<file path="src/rtl/uart_tx_buffered_pkg.sv">
// Shared UART definitions: serializer state encoding, frame constants and baud divider math.
// The receive side imports the same package so both ends agree on the bit period.
package uart_tx_buffered_pkg;

  typedef logic [1:0] tx_state_t;

  localparam tx_state_t ST_IDLE  = 2'd0;
  localparam tx_state_t ST_START = 2'd1;
  localparam tx_state_t ST_DATA  = 2'd2;
  localparam tx_state_t ST_STOP  = 2'd3;

  localparam int DATA_BITS = 8;

  // Cycles per bit, truncated toward zero.
  function automatic int bit_div(input int clk_hz, input int baud);
    return clk_hz / baud;
  endfunction

endpackage

</file>
<file path="src/rtl/uart_tx_buffered_sync_fifo.sv">
// Synchronous FIFO with a combinational head read; the caller never pushes when full
// and never pops when empty.
module sync_fifo #(
  parameter int DEPTH = 16,
  parameter int AW    = 4,
  parameter int W     = 8
) (
  input  logic          Clk,
  input  logic          Rst,
  input  logic          push,
  input  logic          pop,
  input  logic [W-1:0]  wdata,
  output logic [W-1:0]  rdata,
  output logic [AW:0]   count
);

  logic [W-1:0]  mem [DEPTH];
  logic [AW-1:0] wr_ptr;
  logic [AW-1:0] rd_ptr;

  assign rdata = mem[rd_ptr];

  // Storage carries no reset; only pointers and occupancy define validity.
  always_ff @(posedge Clk) begin
    if (push) begin
      mem[wr_ptr] <= wdata;
    end
  end

  always_ff @(posedge Clk or posedge Rst) begin
    if (Rst) begin
      wr_ptr <= '0;
      rd_ptr <= '0;
      count  <= '0;
    end else begin
      if (push) begin
        wr_ptr <= wr_ptr + {{(AW-1){1'b0}}, 1'b1};
      end
      if (pop) begin
        rd_ptr <= rd_ptr + {{(AW-1){1'b0}}, 1'b1};
      end
      case ({push, pop})
        2'b10:   count <= count + {{AW{1'b0}}, 1'b1};
        2'b01:   count <= count - {{AW{1'b0}}, 1'b1};
        default: count <= count;
      endcase
    end
  end

endmodule

</file>
<file path="src/rtl/uart_tx_buffered.sv">
// Buffered 8N1 UART transmitter: bytes queue in a FIFO and are shifted out LSB first,
// back-to-back, with no idle gap while the queue is non-empty.
module uart_tx_buffered
  import uart_tx_buffered_pkg::*;
#(
  parameter int CLK_HZ = 50_000_000,
  parameter int BAUD   = 115200,
  parameter int DEPTH  = 16,
  parameter int AW     = 4
) (
  input  logic          Clk,
  input  logic          Rst,
  input  logic          i_fWr,
  input  logic [7:0]    i_Data,
  output logic          o_fFull,
  output logic          o_fEmpty,
  output logic [AW:0]   o_Count,
  output logic          o_fOvf,
  output logic          o_fBusy,
  output logic          o_fDone,
  output logic          o_Tx
);

  localparam int BIT_DIV = bit_div(CLK_HZ, BAUD);
  localparam int CW      = (BIT_DIV > 1) ? $clog2(BIT_DIV) : 1;
  localparam logic [CW-1:0] BAUD_LAST = CW'(BIT_DIV - 1);
  localparam logic [AW:0]   DEPTH_CNT = (AW+1)'(DEPTH);
  localparam logic [2:0]    LAST_BIT  = 3'(DATA_BITS - 1);

  tx_state_t     state;
  logic [CW-1:0] baud_cnt;
  logic [2:0]    bit_idx;
  logic [7:0]    shift;
  logic          tx_q;
  logic          ovf_q;
  logic          bit_end;
  logic          push;
  logic          pop;
  logic [7:0]    head;
  logic [AW:0]   fifo_count;

  assign o_Count  = fifo_count;
  assign o_fFull  = (fifo_count == DEPTH_CNT);
  assign o_fEmpty = (fifo_count == '0);
  assign o_fBusy  = (state != ST_IDLE);
  assign o_fDone  = (state == ST_STOP) && bit_end;
  assign o_fOvf   = ovf_q;
  assign o_Tx     = tx_q;

  assign bit_end = (baud_cnt == BAUD_LAST);
  // A full FIFO rejects a write even if the head leaves in the same cycle.
  assign push    = i_fWr && !o_fFull;
  assign pop     = !o_fEmpty && ((state == ST_IDLE) || ((state == ST_STOP) && bit_end));

  sync_fifo #(
    .DEPTH (DEPTH),
    .AW    (AW),
    .W     (8)
  ) u_fifo (
    .Clk   (Clk),
    .Rst   (Rst),
    .push  (push),
    .pop   (pop),
    .wdata (i_Data),
    .rdata (head),
    .count (fifo_count)
  );

  always_ff @(posedge Clk or posedge Rst) begin
    if (Rst) begin
      state    <= ST_IDLE;
      baud_cnt <= '0;
      bit_idx  <= '0;
      shift    <= '0;
      tx_q     <= 1'b1;
      ovf_q    <= 1'b0;
    end else begin
      ovf_q <= i_fWr && o_fFull;
      case (state)
        ST_IDLE: begin
          baud_cnt <= '0;
          tx_q     <= 1'b1;
          if (pop) begin
            shift <= head;
            tx_q  <= 1'b0;
            state <= ST_START;
          end
        end
        ST_START: begin
          if (bit_end) begin
            baud_cnt <= '0;
            bit_idx  <= '0;
            tx_q     <= shift[0];
            state    <= ST_DATA;
          end else begin
            baud_cnt <= baud_cnt + CW'(1);
          end
        end
        ST_DATA: begin
          if (bit_end) begin
            baud_cnt <= '0;
            if (bit_idx == LAST_BIT) begin
              tx_q  <= 1'b1;
              state <= ST_STOP;
            end else begin
              shift   <= {1'b0, shift[7:1]};
              tx_q    <= shift[1];
              bit_idx <= bit_idx + 3'd1;
            end
          end else begin
            baud_cnt <= baud_cnt + CW'(1);
          end
        end
        ST_STOP: begin
          if (bit_end) begin
            baud_cnt <= '0;
            // Chain straight into the next start bit when more bytes are waiting.
            if (pop) begin
              shift <= head;
              tx_q  <= 1'b0;
              state <= ST_START;
            end else begin
              state <= ST_IDLE;
            end
          end else begin
            baud_cnt <= baud_cnt + CW'(1);
          end
        end
        default: begin
          state <= ST_IDLE;
          tx_q  <= 1'b1;
        end
      endcase
    end
  end

endmodule
</file>
<file path="config.mk">
export PLATFORM = sky130hd
export DESIGN_NAME = uart_tx_buffered
export DESIGN_NICKNAME = d
export VERILOG_FILES = /design/src/rtl/uart_tx_buffered_pkg.sv /design/src/rtl/uart_tx_buffered_sync_fifo.sv /design/src/rtl/uart_tx_buffered.sv
export SDC_FILE = /design/constraint.sdc
export NUM_CORES = 1
export LEC_CHECK = 0
export CAP_MARGIN = 20
export CORE_MARGIN = 3
export CORE_UTILIZATION = 65
export DETAILED_ROUTE_END_ITERATION = 6
export PLACE_DENSITY_LB_ADDON = 0.2
export SYNTH_ARGS = -nofsm -noshare
export SYNTH_HDL_FRONTEND = slang
export SYNTH_SLANG_ARGS = --single-unit
</file>
<file path="constraint.sdc">
create_clock -name Clk -period 7.9 [get_ports Clk]
set_input_delay 1.975 -clock Clk [delete_from_list [all_inputs] [get_ports Clk]]
set_output_delay 1.975 -clock Clk [all_outputs]
set_load 0.05 [all_outputs]
</file>
* Word-level counts from Yosys, hierarchy flattened
Memory sizes are Yosys's and may differ from the RTL's.
Cells that the tools add are included.
** Storage, ports and cells
- Register bits :: 37
- Output and inout bits :: 11
- Logic and storage cells :: 77
- Memories :: 1
- Bits in writable memories :: 128
** Memory list
- u_fifo.mem :: words 16, width 8, read ports 1, clocked after memory_dff 0, wr ports 1, line uart_tx_buffered_sync_fifo.sv:17 : logic [W-1:0] mem [DEPTH];
** Cells by class
- Multiplexer cells :: 28
- $add $sub $neg :: 6
- Reductions and logical operators :: 18
- Eq/ne operators :: 15
** Operator list (number)
- $mux 8 :: 4
- $pmux 8 s3 :: 1
- $pmux 9 s2 :: 1
- $reduce_and 4->1 :: 3
- $mux 2 :: 5
- $ne 2x2->1 const B :: 5
- $pmux 5 s2 :: 1
- $add 9x1->9 const B :: 1
- $eq 9x9->1 const B :: 1
- $mux 1 :: 9
- $mux 3 :: 3
- $mux 9 :: 1
- $add 4x1->4 const B :: 2
- $pmux 2 s4 :: 1
- $eq 2x2->1 const B :: 3
- $pmux 3 s2 :: 1
- $reduce_bool 2->1 :: 3
- $add 5x1->5 const B :: 1
- $eq 5x5->1 const B :: 1
- $logic_not 5->1 :: 1
- $reduce_and 5->1 :: 1
- $sub 5x1->5 const B :: 1
- $eq 2x1->1 const B :: 2
- $logic_and 1x1->1 :: 4
- other kinds (9) :: 11

* Logic depth before layout (Yosys ltp)
- Depth after elaboration :: 7
- Depth in mapped cells :: 15
- Gate-level depth less buffers :: 13

* Hierarchy
A second synthesis with hierarchy kept.
** Unflattened totals
- Cells, all modules :: 424
- Area, all modules :: 7158.1 sq um
** Modules (own cells, without submodules)
- sync_fifo :: cells an instance 290, area each 5770.5 sq um, instances 1
- uart_tx_buffered :: cells an instance 134, area each 1387.6 sq um, instances 1

* Least setup slack after synthesis
OpenSTA, ideal clock, no wires.
- Kind :: reg-to-output
- From :: reg baud_cnt[1]
- To :: out o_fDone
- Required time :: 5.925 ns
- Cell stages (with the launch flop) :: 5
- Arrival :: 1.952 ns
- Buffers on the path :: 0
- Slack :: 3.973 ns
- Path through :: dfrtp_1 > inv_1 > ha_1 > nand4b_1 > nor3_1
** On the way
- Word-level cells in the longest chain between the ends :: 2
** Ends and longest elaborated chain
- from (decl) :: line uart_tx_buffered.sv:31 : logic [CW-1:0] baud_cnt;
- from (signal assigned) :: line uart_tx_buffered.sv:96 : baud_cnt <= baud_cnt + CW'(1);
- from (signal assigned) :: line uart_tx_buffered.sv:111 : baud_cnt <= baud_cnt + CW'(1);
- from (signal assigned) :: line uart_tx_buffered.sv:126 : baud_cnt <= baud_cnt + CW'(1);
- $eq 9x9->1 :: line uart_tx_buffered.sv:50 : assign bit_end = (baud_cnt == BAUD_LAST);
- $logic_and 1x1->1 :: line uart_tx_buffered.sv:46 : assign o_fDone = (state == ST_STOP) && bit_end;
- to (decl) :: line uart_tx_buffered.sv:20 : output logic o_fDone,
No other way between the ends.

* Final worst setup path
Ends and elaborated chain as after synthesis.

==> impl_metrics.env <==
export IMPL_yosysSeqAreaShare_pct=67.65
export IMPL_cts_sinks=165
export IMPL_fin_crit_sh_pct=58.71
export IMPL_seq_power_share_pct=39.9
export IMPL_hold_path_class="register to register"
export IMPL_synth_top_family_by_area="multiplexers"
export IMPL_core_sq_um=10420
export IMPL_synth_xor_area_share_pct=2.484
export IMPL_antenna_found_initial=0
export IMPL_num_nets_final=512
export IMPL_r2r_cells=13
export IMPL_sw_frac_of_total_pct=34.93
export IMPL_final_setup_tns_ns=0
export IMPL_hold_viol=0
export IMPL_cp_startpoint="baud_cnt[1]"
export IMPL_muxShareOfSynthArea_pct=10.88
export IMPL_die_w_um=110.2
export IMPL_cp_max_fo=6
export IMPL_comb_power_share_pct=33.1
export IMPL_r2r_start="baud_cnt[1]"
export IMPL_timing_rr_end="u_fifo.count[4]"
export IMPL_total_power_uw=3079
export IMPL_synth_seq_cells=165
export IMPL_avgSynthCellArea_sq_um=15.40
export IMPL_finClkSkew_ns=0.009952
export IMPL_cts_hold_buf=0
export IMPL_critical_path_class="register to primary output"
export IMPL_placed_area_sq_um=7330
export IMPL_endpoint="o_fDone"
export IMPL_rows=37
export IMPL_cts_root_buf="clkbuf_8"
export IMPL_ys_warn_count=0
export IMPL_clk_latency_ns=0.54
export IMPL_cts_tree="yes"
export IMPL_num_vias=3982
export IMPL_grt_pass1_wl_um=22150
export IMPL_grt_max_degree=48
export IMPL_yosys_area_share_adder_pct=3.194
export IMPL_avgViaCountPerCell=6.301
export IMPL_final_antenna_net_count=0
export IMPL_peakVddDrop_uv=246.1
export IMPL_rsz0062_at_grt="false"
export IMPL_power_internal_uw=2003
export IMPL_drcViolationCount=0
export IMPL_max_freq_ghz=0.2156
export IMPL_cp_end_kind="primary output"
export IMPL_syn_inst=458
export IMPL_clk_pin_slew_ns=0.06
export IMPL_h_tree_depth=4
export IMPL_ios=22
export IMPL_gr_total_overflow=0
export IMPL_p_sw_uw=1075
export IMPL_utilization_pct=76.32
export IMPL_n_antenna_cell=0
export IMPL_async_flop_share_pct=22.42
export IMPL_worstPathRequired_ns=5.93
export IMPL_dr_pass1_iters=5
export IMPL_path_depth=5
export IMPL_synth_edf_count=128
export IMPL_p_per_area_nw_per_um2=387.2
export IMPL_slowest_stage="clkdlybuf4s50_1"
export IMPL_slowest_delay_ns=0.88
export IMPL_fillers=613
export IMPL_grt_pass1_vias=4061
export IMPL_cts_made_buffers=17
export IMPL_grtUsageTotal_pct=25.74
export IMPL_leakage_uw=0.002889
export IMPL_yosysMostFrequentCell="edfxtp_1"
export IMPL_post_cts_buffers=0
export IMPL_synthesis_area_sq_um=7052
export IMPL_area_growth_pct=12.74
export IMPL_synth_cell_types=48
export IMPL_period_minus_slack_ns=4.638
export IMPL_drv_cap=0
export IMPL_die_area_sq_um=12130
export IMPL_gp_congestion=0.8696
export IMPL_setup_viol_count_final=0
export IMPL_crit_chain="inv_1, ha_1, nand4b_1, nor3_1, clkdlybuf4s50_1"
export IMPL_start_kind="register"
export IMPL_clkPwrFrac_pct=27.0
export IMPL_worst_path_buf_inv=2
export IMPL_crit_arrival_ns=2.66
export IMPL_max_clock_path_buffers=2
export IMPL_synth_top_area_cell="edfxtp_1"
export IMPL_routedWlPerCell_um=22.63
export IMPL_final_cell_area_sq_um=7950
export IMPL_synthTopCellsByArea="edfxtp_1 55%, dfrtp_1 13%, mux4_2 6.4%"
export IMPL_worstMarginPinSlew_ns=1.059
export IMPL_drive_above_1_share_pct=15.12
export IMPL_final_max_slew_viol_count=0
export IMPL_synth_nets=487
export IMPL_wl_um=14300
export IMPL_ctsResizeCount=0
export IMPL_hpwl_um=8958
export IMPL_status="finished clean"
export IMPL_initial_core_util_pct=67.70
export IMPL_maxSlewHeadroom_pct=29.09
export IMPL_die_h_um=110.2
export IMPL_reg2reg_slack_ns=4.76
export IMPL_yosys_most_used_dff="edfxtp_1"
export IMPL_path_delay_family="buffers and inverters"
export IMPL_port_buffers=21
export IMPL_synth_simple_area_share_pct=6.973
export IMPL_synth_compound_area_share_pct=6.388
export IMPL_synth_top_area_share_pct=54.51
export IMPL_drt_iter0_drc=347
export IMPL_synth_common_cells="128 x edfxtp_1, 37 x nor2_1, 36 x dfrtp_1"
==> tightest hold or removal path, cell delays in order (launching register included) <==
cell and delay [ns]:
dfrtp_1 0.35, nand2_1 0.05, o31ai_1 0.05
==> cell usage in the layout, fill, tap and decap left out, drive strengths merged, types with 5 or more instances in the layout <==
cell,n
o21ai,13
a221oi,6
edfxtp,128
o31ai,6
a22oi,8
nor3,8
nand2,31
clkdlybuf4s50,21
dfrtp,36
ha,18
a31o,6
xor2,9
clkbuf,22
mux2,5
a21oi,11
inv,19
nor2,37
mux4,20
mux2i,26
xnor2,11
==> worst min-delay path by stage <==
stage,depth (start not counted),endpoint,startpoint,slack (ns)
6_report,2,shift[6],shift[6],0.50
5_1_grt,2,shift[4],shift[4],0.51
4_1_cts,2,shift[4],shift[4],0.49
3_5_place_dp,2,shift[6],shift[6],0.47
3_3_place_gp,2,shift[6],shift[6],0.47
2_1_floorplan,2,shift[2],shift[2],0.45
==> flip-flops by register name, summed over array words and instances (netlist names) <==
register       cells
u_fifo.count       5
u_fifo.wr_ptr      4
bit_idx            3
shift              8
state              2
baud_cnt           9
u_fifo.rd_ptr      4
o_Tx               1
o_fOvf             1
u_fifo.mem       128
==> metrics by stage <==
stage / hold WS (ns) / std cells / setup slack [ns]
floorplan: 0.4495 / 458 / 3.973
global placement: 0.4658 / 596 / 3.562
CTS: 0.4916 / 628 / 3.242
detailed placement: 0.4692 / 596 / 3.468
finish: 0.4970 / 632 / 3.262
global route: 0.5094 / 632 / 3.074
==> cell type report <==
| class | instances | area (sq um) | share of cell area (%) |
|---|---|---|---|
| clock inverter | 13 | 171.4 | 2.156 |
| timing repair buffer | 27 | 252.7 | 3.179 |
| multi-input combinational | 258 | 2110 | 26.53 |
| tap | 136 | 170.2 | 2.140 |
| inverter | 14 | 52.55 | 0.6610 |
| clock buffer | 19 | 421.7 | 5.304 |
| sequential | 165 | 4772 | 60.03 |
==> routing by layer <==
layer,part of all wire (%),vias to the layer above,global-route usage (%)
li1,-,1784,-
met1,38,1971,31.87
met2,53,195,44.58
met3,6.9,32,6.931
met4,2.1,0,7.916
met5,0,-,0
==> power by group through the flow <==
stage / Sequential, uW / Combinational (uW) / Clock (uW)
floorplan: 1210 / 777 / 0
global placement: 1230 / 977 / 0
detailed placement: 1240 / 1000 / 0
CTS: 1230 / 1010 / 839
global route: 1240 / 1110 / 874
finish: 1230 / 1020 / 831
==> kinds of logic after synthesis <==
family	Yosys count
adders and majority gates	18
muxes	51
buffers and inverters	35
and+or+nand+nor	104
AOI/OAI and AO/OA	65
xor gates and xnor gates	20
DFF	165
Power figures use the tool's default switching activity.
